==> src/rtl/eth_data_pkg.sv <==
// Shared definitions for the Ethernet data receive path: FSM states, framing
// constants and the expected-payload-length helper.
package eth_data_pkg;

  typedef enum logic [1:0] {
    IDLE    = 2'd0,
    IDX_LO  = 2'd1,
    PAYLOAD = 2'd2
  } state_t;

  localparam int unsigned HDR_BYTES      = 2;
  localparam int unsigned BYTES_PER_UNIT = 8;
  localparam int unsigned LEN_WIDTH      = 11;
  localparam logic [LEN_WIDTH-1:0] LEN_MAX = '1;

  function automatic logic [LEN_WIDTH-1:0] exp_len(input logic [7:0] packagesize);
    return LEN_WIDTH'(packagesize) * LEN_WIDTH'(BYTES_PER_UNIT);
  endfunction

endpackage

==> src/rtl/eth_sat_counter.sv <==
// Saturating statistics counter with a variable increment and a clear that
// overrides any same-cycle increment.
module eth_sat_counter #(
  parameter int unsigned CNT_WIDTH = 16,
  parameter int unsigned INC_WIDTH = 1
) (
  input  logic                 clk,
  input  logic                 reset,
  input  logic                 clear,
  input  logic [INC_WIDTH-1:0] inc,
  output logic [CNT_WIDTH-1:0] count
);

  localparam int unsigned SUM_WIDTH = ((CNT_WIDTH > INC_WIDTH) ? CNT_WIDTH : INC_WIDTH) + 1;

  logic [SUM_WIDTH-1:0] sum;

  always_comb sum = SUM_WIDTH'(count) + SUM_WIDTH'(inc);

  always_ff @(posedge clk) begin
    if (reset)
      count <= '0;
    else if (clear)
      count <= '0;
    else if (sum[SUM_WIDTH-1:CNT_WIDTH] != '0)
      count <= '1;
    else
      count <= sum[CNT_WIDTH-1:0];
  end

endmodule

==> src/rtl/ethernet_data_receiver.sv <==
// Strips the 2-byte package index from framed UDP packages, forwards payload
// to a FIFO and keeps sequence, length and timeout statistics.
module ethernet_data_receiver
  import eth_data_pkg::*;
#(
  parameter int unsigned CNT_WIDTH = 16
) (
  input  logic                 clk,
  input  logic                 reset,
  input  logic                 enable,
  input  logic [7:0]           packagesize,
  input  logic [23:0]          timeout,
  input  logic                 clear_counters,
  input  logic [7:0]           rx_data,
  input  logic                 rx_valid,
  input  logic                 rx_lastbyte,
  output logic                 rx_ready,
  output logic [7:0]           dataout,
  output logic                 dataout_wr_en,
  input  logic                 dataout_full,
  output logic [15:0]          last_index,
  output logic                 package_done,
  output logic [CNT_WIDTH-1:0] package_count,
  output logic [CNT_WIDTH-1:0] lost_packages,
  output logic [CNT_WIDTH-1:0] length_errors,
  output logic [CNT_WIDTH-1:0] timeout_errors
);

  state_t               state;
  logic                 sync;
  logic [15:0]          expected;
  logic [7:0]           idx_hi;
  logic [LEN_WIDTH-1:0] exp_len_r;
  logic [LEN_WIDTH-1:0] bytecnt;
  logic [23:0]          tcnt;

  logic                 accept;
  logic [15:0]          idx;
  logic [15:0]          gap;
  logic                 pkg_end;
  logic [LEN_WIDTH:0]   pkg_len;
  logic                 len_err;
  logic                 tmo_hit;

  always_comb begin
    rx_ready = enable & ~dataout_full & ~reset;
    accept   = rx_valid & rx_ready;
    idx      = {idx_hi, rx_data};
    gap      = '0;
    pkg_end  = 1'b0;
    pkg_len  = '0;
    len_err  = 1'b0;
    tmo_hit  = 1'b0;
    case (state)
      IDLE:    len_err = accept & rx_lastbyte;
      IDX_LO: begin
        if (accept && sync && (idx != expected))
          gap = idx - expected;
        pkg_end = accept & rx_lastbyte;
      end
      PAYLOAD: begin
        pkg_end = accept & rx_lastbyte;
        pkg_len = {1'b0, bytecnt} + 1'b1;
      end
      default: ;
    endcase
    if (pkg_end && (pkg_len != {1'b0, exp_len_r}))
      len_err = 1'b1;
    // Idle cycles only count while the FIFO is able to take data.
    if ((state != IDLE) && enable && !accept && !dataout_full &&
        (timeout != '0) && (tcnt == timeout - 24'd1))
      tmo_hit = 1'b1;
  end

  always_ff @(posedge clk) begin
    if (reset) begin
      state         <= IDLE;
      sync          <= 1'b0;
      expected      <= '0;
      idx_hi        <= '0;
      exp_len_r     <= '0;
      bytecnt       <= '0;
      tcnt          <= '0;
      dataout       <= '0;
      dataout_wr_en <= 1'b0;
      package_done  <= 1'b0;
      last_index    <= '0;
    end else begin
      dataout_wr_en <= 1'b0;
      package_done  <= pkg_end;
      if (!enable) begin
        state <= IDLE;
        sync  <= 1'b0;
        tcnt  <= '0;
      end else begin
        case (state)
          IDLE: begin
            tcnt <= '0;
            if (accept && !rx_lastbyte) begin
              idx_hi    <= rx_data;
              exp_len_r <= exp_len(packagesize);
              state     <= IDX_LO;
            end
          end
          IDX_LO: begin
            if (accept) begin
              last_index <= idx;
              expected   <= idx + 16'd1;
              sync       <= 1'b1;
              bytecnt    <= '0;
              tcnt       <= '0;
              state      <= rx_lastbyte ? IDLE : PAYLOAD;
            end else if (tmo_hit) begin
              tcnt  <= '0;
              state <= IDLE;
            end else if (!dataout_full) begin
              tcnt <= tcnt + 24'd1;
            end
          end
          PAYLOAD: begin
            if (accept) begin
              dataout       <= rx_data;
              dataout_wr_en <= 1'b1;
              tcnt          <= '0;
              if (bytecnt != LEN_MAX)
                bytecnt <= bytecnt + 1'b1;
              if (rx_lastbyte)
                state <= IDLE;
            end else if (tmo_hit) begin
              tcnt  <= '0;
              state <= IDLE;
            end else if (!dataout_full) begin
              tcnt <= tcnt + 24'd1;
            end
          end
          default: state <= IDLE;
        endcase
      end
    end
  end

  eth_sat_counter #(.CNT_WIDTH(CNT_WIDTH), .INC_WIDTH(1)) u_package_count (
    .clk(clk), .reset(reset), .clear(clear_counters), .inc(pkg_end), .count(package_count)
  );

  eth_sat_counter #(.CNT_WIDTH(CNT_WIDTH), .INC_WIDTH(16)) u_lost_packages (
    .clk(clk), .reset(reset), .clear(clear_counters), .inc(gap), .count(lost_packages)
  );

  eth_sat_counter #(.CNT_WIDTH(CNT_WIDTH), .INC_WIDTH(1)) u_length_errors (
    .clk(clk), .reset(reset), .clear(clear_counters), .inc(len_err), .count(length_errors)
  );

  eth_sat_counter #(.CNT_WIDTH(CNT_WIDTH), .INC_WIDTH(1)) u_timeout_errors (
    .clk(clk), .reset(reset), .clear(clear_counters), .inc(tmo_hit), .count(timeout_errors)
  );

endmodule

==> config.mk <==
export PLATFORM = sky130hd
export DESIGN_NAME = ethernet_data_receiver
export DESIGN_NICKNAME = d
export VERILOG_FILES = /design/src/rtl/eth_data_pkg.sv /design/src/rtl/eth_sat_counter.sv /design/src/rtl/ethernet_data_receiver.sv
export SDC_FILE = /design/constraint.sdc
export NUM_CORES = 1
export LEC_CHECK = 0
export ABC_AREA = 1
export CORE_ASPECT_RATIO = 0.6
export CORE_MARGIN = 10
export CORE_UTILIZATION = 35
export DETAILED_ROUTE_END_ITERATION = 7
export PLACE_DENSITY = 0.65
export SLEW_MARGIN = 40
export SYNTH_ARGS = -nofsm -noshare
export SYNTH_HDL_FRONTEND = slang
export SYNTH_SLANG_ARGS = --single-unit
==> constraint.sdc <==
create_clock -name clk -period 4.4 [get_ports clk]
set_input_delay 0.44 -clock clk [delete_from_list [all_inputs] [get_ports clk]]
set_output_delay 0.44 -clock clk [all_outputs]
set_load 0.005 [all_outputs]
==> results.yml, run 1 <==
status:
  status: "complete, no violations"
global_route:
  grt_max_degree: 51
  grtUsageMet3: 0.04454
  globalRoute.busiestLayer: "met2"
  grtUsageTotal: 0.1690
  grtUsageMet2: 0.2439
  gr-usage-met1: 0.2435
  antenna_found_initial: 0
  grt_pass1_vias: 8792
  grt_pass1_wl_um: 48200
  gr-total-overflow: 0
logic_synthesis:
  yosysSeqAreaShare: 0.3217
  synth_cells: 1443
  synth_area_per_cell_um2: 6.900
  syn_area_um2: 9957
  async_flop_share: 0
  ys.flop_type: "dfxtp_1"
  synth_seq_cells: 160
  synth_fp_nets: 1538
  synth_area_leaders: "dfxtp_1 32%, nand2_1 8.4%, a21oi_1 7.5%"
  ys_types: 53
  ys_warn_count: 0
  synth_top_area_frac: 0.3217
  synth_top_cell_by_area: "dfxtp_1"
  synth_edf_count: 0
place:
  routabilityCongestion: 0.9608
  dp_slack_ns: -0.01816
  place_inst: 1932
  dpl.hpwl_um: 24110
  io_buffers: 137
sta:
  fin_crit_sh: 0.9011
  setup_viol: 0
  slew_headroom: 0.4656
  post-route-min-period_ns: 3.965
  rsz0062_at_grt: "no"
  finalWorstSetupSlack_ns: 0.4351
  max_clock_freq_mhz: 252.2
  finalHoldViolations: 0
  slew_viol_final: 0
  fin_skew_ns: 0.01096
  tightest_slew_ns: 0.8007
detailed_routing:
  via_count: 9731
  route.detailed.drc: 0
  avgViaCountPerCell: 4.957
  drtIter0Drc: 815
  dr.pass1.iters: 5
  drtAntennaViolNets: 0
  wl_per_cell_um: 15.67
  wl_um: 30770
power_and_ir_drop:
  clkPwrFrac: 0.458
  pwr-share-seq: 0.466
  p_int_w: 0.002348
  p_per_area_nw_per_um2: 253.1
  p_leak_nw: 5.152
  comb_power_share: 0.077
  worst_ir_drop_vdd_mv: 0.1965
  swShare: 0.2497
  p_switching_w: 0.0007815
finish:
  fin_cells: 1963
  mostFrequentLayoutCells: "224 x nand2_1, 188 x inv_1, 162 x nor2_1"
  area_growth_pct: 24.19
  fillers: 2854
  drive_above_1_share: 0.07393
  diodes: 0
  nets: 1679
  register_area_um2: 3203
  final_common_cell: "nand2_1"
  multi_input_area_um2: 5789
setup_path:
  regToRegEndpoint: "u_length_errors.count[10]"
  end_kind: "register"
  r2r_cells: 21
  r2r_setup_slack_ns: 0.49
  path_class: "primary input to register"
  r2r-start: "state[0]"
  worstPathArrival_ns: 4.30
  crit_fanout: 10
  crit_path_start_kind: "primary input"
  required_ns: 4.74
floorplanning:
  ios: 138
  start_util: 0.3580
  core_um2: 27820
  fp.dieH_um: 150.7
  dieWidth_um: 237.8
  die_area_um2: 35820
  fp-row-count: 47
clock_network:
  cts-resized-gates: 0
  clock_sinks: 160
  clk_pin_slew_worst_paths_ns: 0.07
  cts_tree: "done"
  post_cts_buffers: 0
  htreeDepth: 4
  root_buffer: "clkbuf_16"
  cts_made_buffers: 17
  clk_path_buf_depth: 2
  clock_latency_ns: 0.44
  postCtsHoldBufs: 0
worst_hold_path:
  hold_path_end: "last_index[5]"
  hold_depth: 2
  min_path_type: "register to register"
  holdCritStartpoint: "last_index[5]"
job:
  drv_cap: 0
per-stage QoR:
| stage | total power (W) | hold WS (ns) | area (µm²) | util | setup TNS (ns) |
|---|---|---|---|---|---|
| final | 0.003130 | 0.4655 | 12370 | 0.4446 | 0 |
| after CTS | 0.003156 | 0.4664 | 12370 | 0.4446 | 0 |
| after floorplan | 0.001616 | 0.4331 | 9957 | - | 0 |
| after detailed placement | 0.001726 | 0.4563 | 11820 | 0.4248 | -0.01816 |
| after global placement | 0.001724 | 0.4474 | 11790 | 0.4239 | 0 |
| after global routing | 0.003236 | 0.4861 | 12370 | 0.4446 | 0 |
Yosys cell counts, types with 5 or more instances:
library cell	n
nand2_1	224
nand3_1	68
inv_1	188
a31oi_1	6
nor3b_1	5
nor2_1	162
o21ai_0	114
xnor2_1	38
inv_2	10
ha_1	46
xor2_1	59
o21ai_1	9
nand2_2	7
buf_2	8
nor3_2	6
clkinv_1	6
nor2_2	21
a21oi_1	150
nor4_1	5
clkbuf_1	28
nand4_1	43
nor2_4	5
o21a_1	6
dfxtp_1	160
nor3_1	18
logic make-up after synthesis:
kind of cell	after synthesis	synth area share
XOR/XNOR	97	0.08532
adder cells (fa/ha/maj)	48	0.06182
buffers and inverters	248	0.09801
AND/OR/NAND/NOR	580	0.2665
AO/OA/AOI/OAI	310	0.1666
flip-flops	160	0.3217
worst max-delay path, cell delays in order:
cell	delay, ns
clkdlybuf4s50_1	0.51
ha_1	0.42
nand2_1	0.09
nor2_1	0.16
nand4_1	0.11
o41ai_1	0.33
nor2_2	0.07
inv_1	0.08
buf_4	0.15
nor2_1	0.08
fa_1	0.44
nand3_1	0.10
nand3_1	0.09
a21oi_1	0.26
inv_1	0.11
nand4_1	0.10
nand2_1	0.09
a21oi_1	0.19
buf_4	0.23
nand2_1	0.06
o21ai_0	0.14
inv_1	0.05
per-layer routing:
| metal | wire length (µm) | share of wire | vias to the layer above |
|---|---|---|---|
| met2 | 12660 | 0.41 | 268 |
| met5 | 0 | 0 | - |
| met3 | 1954 | 0.064 | 22 |
| met1 | 15830 | 0.51 | 4427 |
| met4 | 317 | 0.010 | 0 |
| li1 | - | - | 5014 |
cell type report:
type	count	area share
inverters	205	0.06243
clock inverters	10	0.007184
well taps	367	0.03713
clock buffers	21	0.03724
repair buffers	165	0.1288
multi-input cells	1035	0.4682
flip-flops and latches	160	0.2590
power by group through the flow:
| stage | clock network [W] | registers (W) | logic [W] |
|---|---|---|---|
| global placement | 0 | 0.00149 | 0.000235 |
| floorplan | 0 | 0.00149 | 0.000128 |
| global route | 0.00152 | 0.00146 | 0.000263 |
| detailed placement | 0 | 0.00149 | 0.000236 |
| finish | 0.00143 | 0.00146 | 0.000240 |
| CTS | 0.00146 | 0.00146 | 0.000237 |
flip-flops by register name, summed over array words and instances (netlist names), 11 cells and up:
register / count
last_index: 16
u_length_errors.count: 16
bytecnt: 11
tcnt: 24
u_timeout_errors.count: 16
u_lost_packages.count: 16
expected: 16
u_package_count.count: 16
how the worst max path moves through the flow:
stage / startpoint / end / slack, ns / cells past startpoint
floorplan: rx_data[4] / u_lost_packages.count[15] / 0.88 / 21
global placement: rx_data[0] / u_lost_packages.count[15] / 0.16 / 21
detailed placement: rx_data[4] / u_lost_packages.count[15] / -0.02 / 22
CTS: rx_data[4] / u_lost_packages.count[15] / 0.46 / 22
global route: state[0] / u_length_errors.count[10] / 0.02 / 21
finish: rx_data[4] / u_lost_packages.count[15] / 0.44 / 22
Power figures use the tool's default switching activity.
==> inputs of run 2 (changes only) <==
--- a/config.mk
+++ b/config.mk
@@ -10,6 +10,7 @@
 export CORE_MARGIN = 10
 export CORE_UTILIZATION = 35
 export DETAILED_ROUTE_END_ITERATION = 7
+export GPL_TIMING_DRIVEN = 0
 export PLACE_DENSITY = 0.65
 export SLEW_MARGIN = 40
 export SYNTH_ARGS = -nofsm -noshare
==> run 2 against run 1 <==
  * Non-clock buffer count is 28 higher
  * Die area is the same
  * Routed wire length is 5.0% higher
  * Clock power grew 14%
  * Hold slack worse by 0.13 ns
  * Register-to-register slack worse by 0.10 ns
  * Clock skew is essentially flat
  * Clock-buffer cell count fell by 3
  * Cell count up 1.5%
  * Core utilization up 0.96 points
  * Global-route usage increased by 0.64 points
==> results.yml, run 2 (synthesis results as in run 1) <==
clock_network:
  root_buffer: "clkbuf_16"
  htreeDepth: 4
  clock_latency_ns: 0.45
  cts_made_buffers: 17
  clk_path_buf_depth: 2
  clock_sinks: 160
  clk_pin_slew_worst_paths_ns: 0.07
  postCtsHoldBufs: 0
  cts_tree: "done"
finish:
  nets: 1707
  fillers: 2794
  area_growth_pct: 26.87
  diodes: 0
  fin_area_um2: 12630
  final_common_cell: "nand2_1"
  register_area_um2: 3203
  mostFrequentLayoutCells: "224 x nand2_1, 185 x inv_1, 160 x nor2_1, 160 x dfxtp_1, 149 x a21oi_1"
  largest_reg_flops: 24
  multi_input_area_um2: 5881
  drive_above_1_share: 0.08431
  fin_cells: 1992
  regMostFlops: "tcnt"
floorplanning:
  fp.dieH_um: 150.7
  ios: 138
  fp-row-count: 47
  dieWidth_um: 237.8
  core_um2: 27820
  die_area_um2: 35820
  start_util: 0.3580
detailed_routing:
  drtIter0Drc: 949
  wl_per_cell_um: 16.22
  dr.pass1.iters: 6
  via_count: 10120
  avgViaCountPerCell: 5.080
  route.detailed.drc: 0
  drtAntennaViolNets: 0
  wl_um: 32310
place:
  dp_slack_ns: -0.6773
  dpl.hpwl_um: 25750
  io_buffers: 136
  place_inst: 1946
  place_area_um2: 11780
  routabilityCongestion: 0.9793
power_and_ir_drop:
  power.total_w: 0.003328
  p_per_area_nw_per_um2: 263.5
  clkPwrFrac: 0.489
  comb_power_share: 0.074
  p_switching_w: 0.0008066
  p_leak_nw: 5.256
  pwr-share-seq: 0.438
  worst_ir_drop_vdd_mv: 0.2736
  p_int_w: 0.002522
  swShare: 0.2424
setup_path:
  regToRegEndpoint: "u_lost_packages.count[15]"
  r2r_setup_slack_ns: 0.39
  path_class: "primary input to register"
  end_kind: "register"
  crit_fanout: 10
  worstPathArrival_ns: 4.51
  r2r_cells: 22
  required_ns: 4.74
  crit_path_start_kind: "primary input"
  r2r-start: "expected[7]"
worst_hold_path:
  holdCritStartpoint: "reset"
  min_path_type: "primary input to register"
  hold_depth: 2
  hold_path_end: "last_index[1]"
sta:
  post-route-min-period_ns: 4.164
  max_clock_freq_mhz: 240.2
  fin_crit_sh: 0.9463
  tightest_slew_ns: 0.8826
  finalHoldViolations: 0
  finalWorstSetupSlack_ns: 0.2363
  fin_skew_ns: 0.01132
  slew_headroom: 0.4062
  setup_viol: 0
  slew_viol_final: 0
global_route:
  grt_max_degree: 17
  antenna_found_initial: 1
  grt_pass1_vias: 9033
  grtUsageTotal: 0.1754
  grt_pass1_wl_um: 49650
  gr-total-overflow: 0
status:
  status: "complete, no violations"
job:
  drv_cap: 0
run 2: per-stage QoR:
step / TNS (ns) / utilization / hold WS (ns)
final: 0 / 0.4541 / 0.3343
after global routing: -0.04285 / 0.4541 / 0.3207
after CTS: 0 / 0.4473 / 0.2984
after detailed placement: -14.60 / 0.4234 / 0.4570
after global placement: -11.05 / 0.4234 / 0.4470
after floorplan: 0 / - / 0.4331
run 2: worst max path at each step:
stage               startpoint  slack (ns)  cells after the start                        end
floorplan           rx_data[4]        0.88                     21  u_lost_packages.count[15]
detailed placement  rx_data[4]       -0.68                     22  u_lost_packages.count[15]
global route        rx_data[0]       -0.02                     21  u_lost_packages.count[15]
CTS                 timeout[0]        0.04                     27  u_timeout_errors.count[2]
finish              rx_data[0]        0.24                     21  u_lost_packages.count[15]
global placement    rx_data[4]       -0.56                     22  u_lost_packages.count[15]
run 2: timing repair:
item                       CTS  global route
setup buffers                0            14
setup endpoints to repair   16            41
gates resized for setup      6            21
pin swaps                    0             6
run 2: cell type report:
type                            count  area share
Buffer                             43     0.01634
Clock buffer                       18     0.03477
Clock inverter                     14     0.01595
Inverter                          205     0.06111
Multi-Input combinational cell   1035      0.4655
Sequential cell                   160      0.2536
Tap cell                          367     0.03635
Timing Repair Buffer              150      0.1164
run 2: per-layer routing:
metal | up-vias | GRT usage | wire length, µm
met2 | 328 | 0.2459 | 13210
met4 | 2 | 0.03893 | 356
met1 | 4677 | 0.2578 | 16210
li1 | 5084 | - | -
met5 | - | 0 | 9
met3 | 28 | 0.04819 | 2514
run 2: critical path, stage by stage:
cell             delay (ns)
clkdlybuf4s50_1        0.54
inv_1                  0.15
ha_1                   0.36
nand4_1                0.22
o41ai_2                0.29
nor2_2                 0.15
inv_2                  0.13
nor2_1                 0.06
ha_1                   0.20
fa_1                   0.42
nand3_1                0.11
nand3_1                0.13
a21oi_2                0.23
inv_1                  0.11
nand4_1                0.15
nand2_1                0.10
a21oi_1                0.20
buf_4                  0.23
nand2_1                0.07
o21ai_0                0.15
inv_1                  0.05
run 2: power by group through the flow:
| stage | Clock (W) | Combinational, W | Sequential [W] |
|---|---|---|---|
| floorplan | 0 | 0.000128 | 0.00149 |
| global placement | 0 | 0.000230 | 0.00149 |
| detailed placement | 0 | 0.000232 | 0.00149 |
| CTS | 0.00167 | 0.000235 | 0.00146 |
| global route | 0.00172 | 0.000271 | 0.00146 |
| finish | 0.00163 | 0.000245 | 0.00146 |
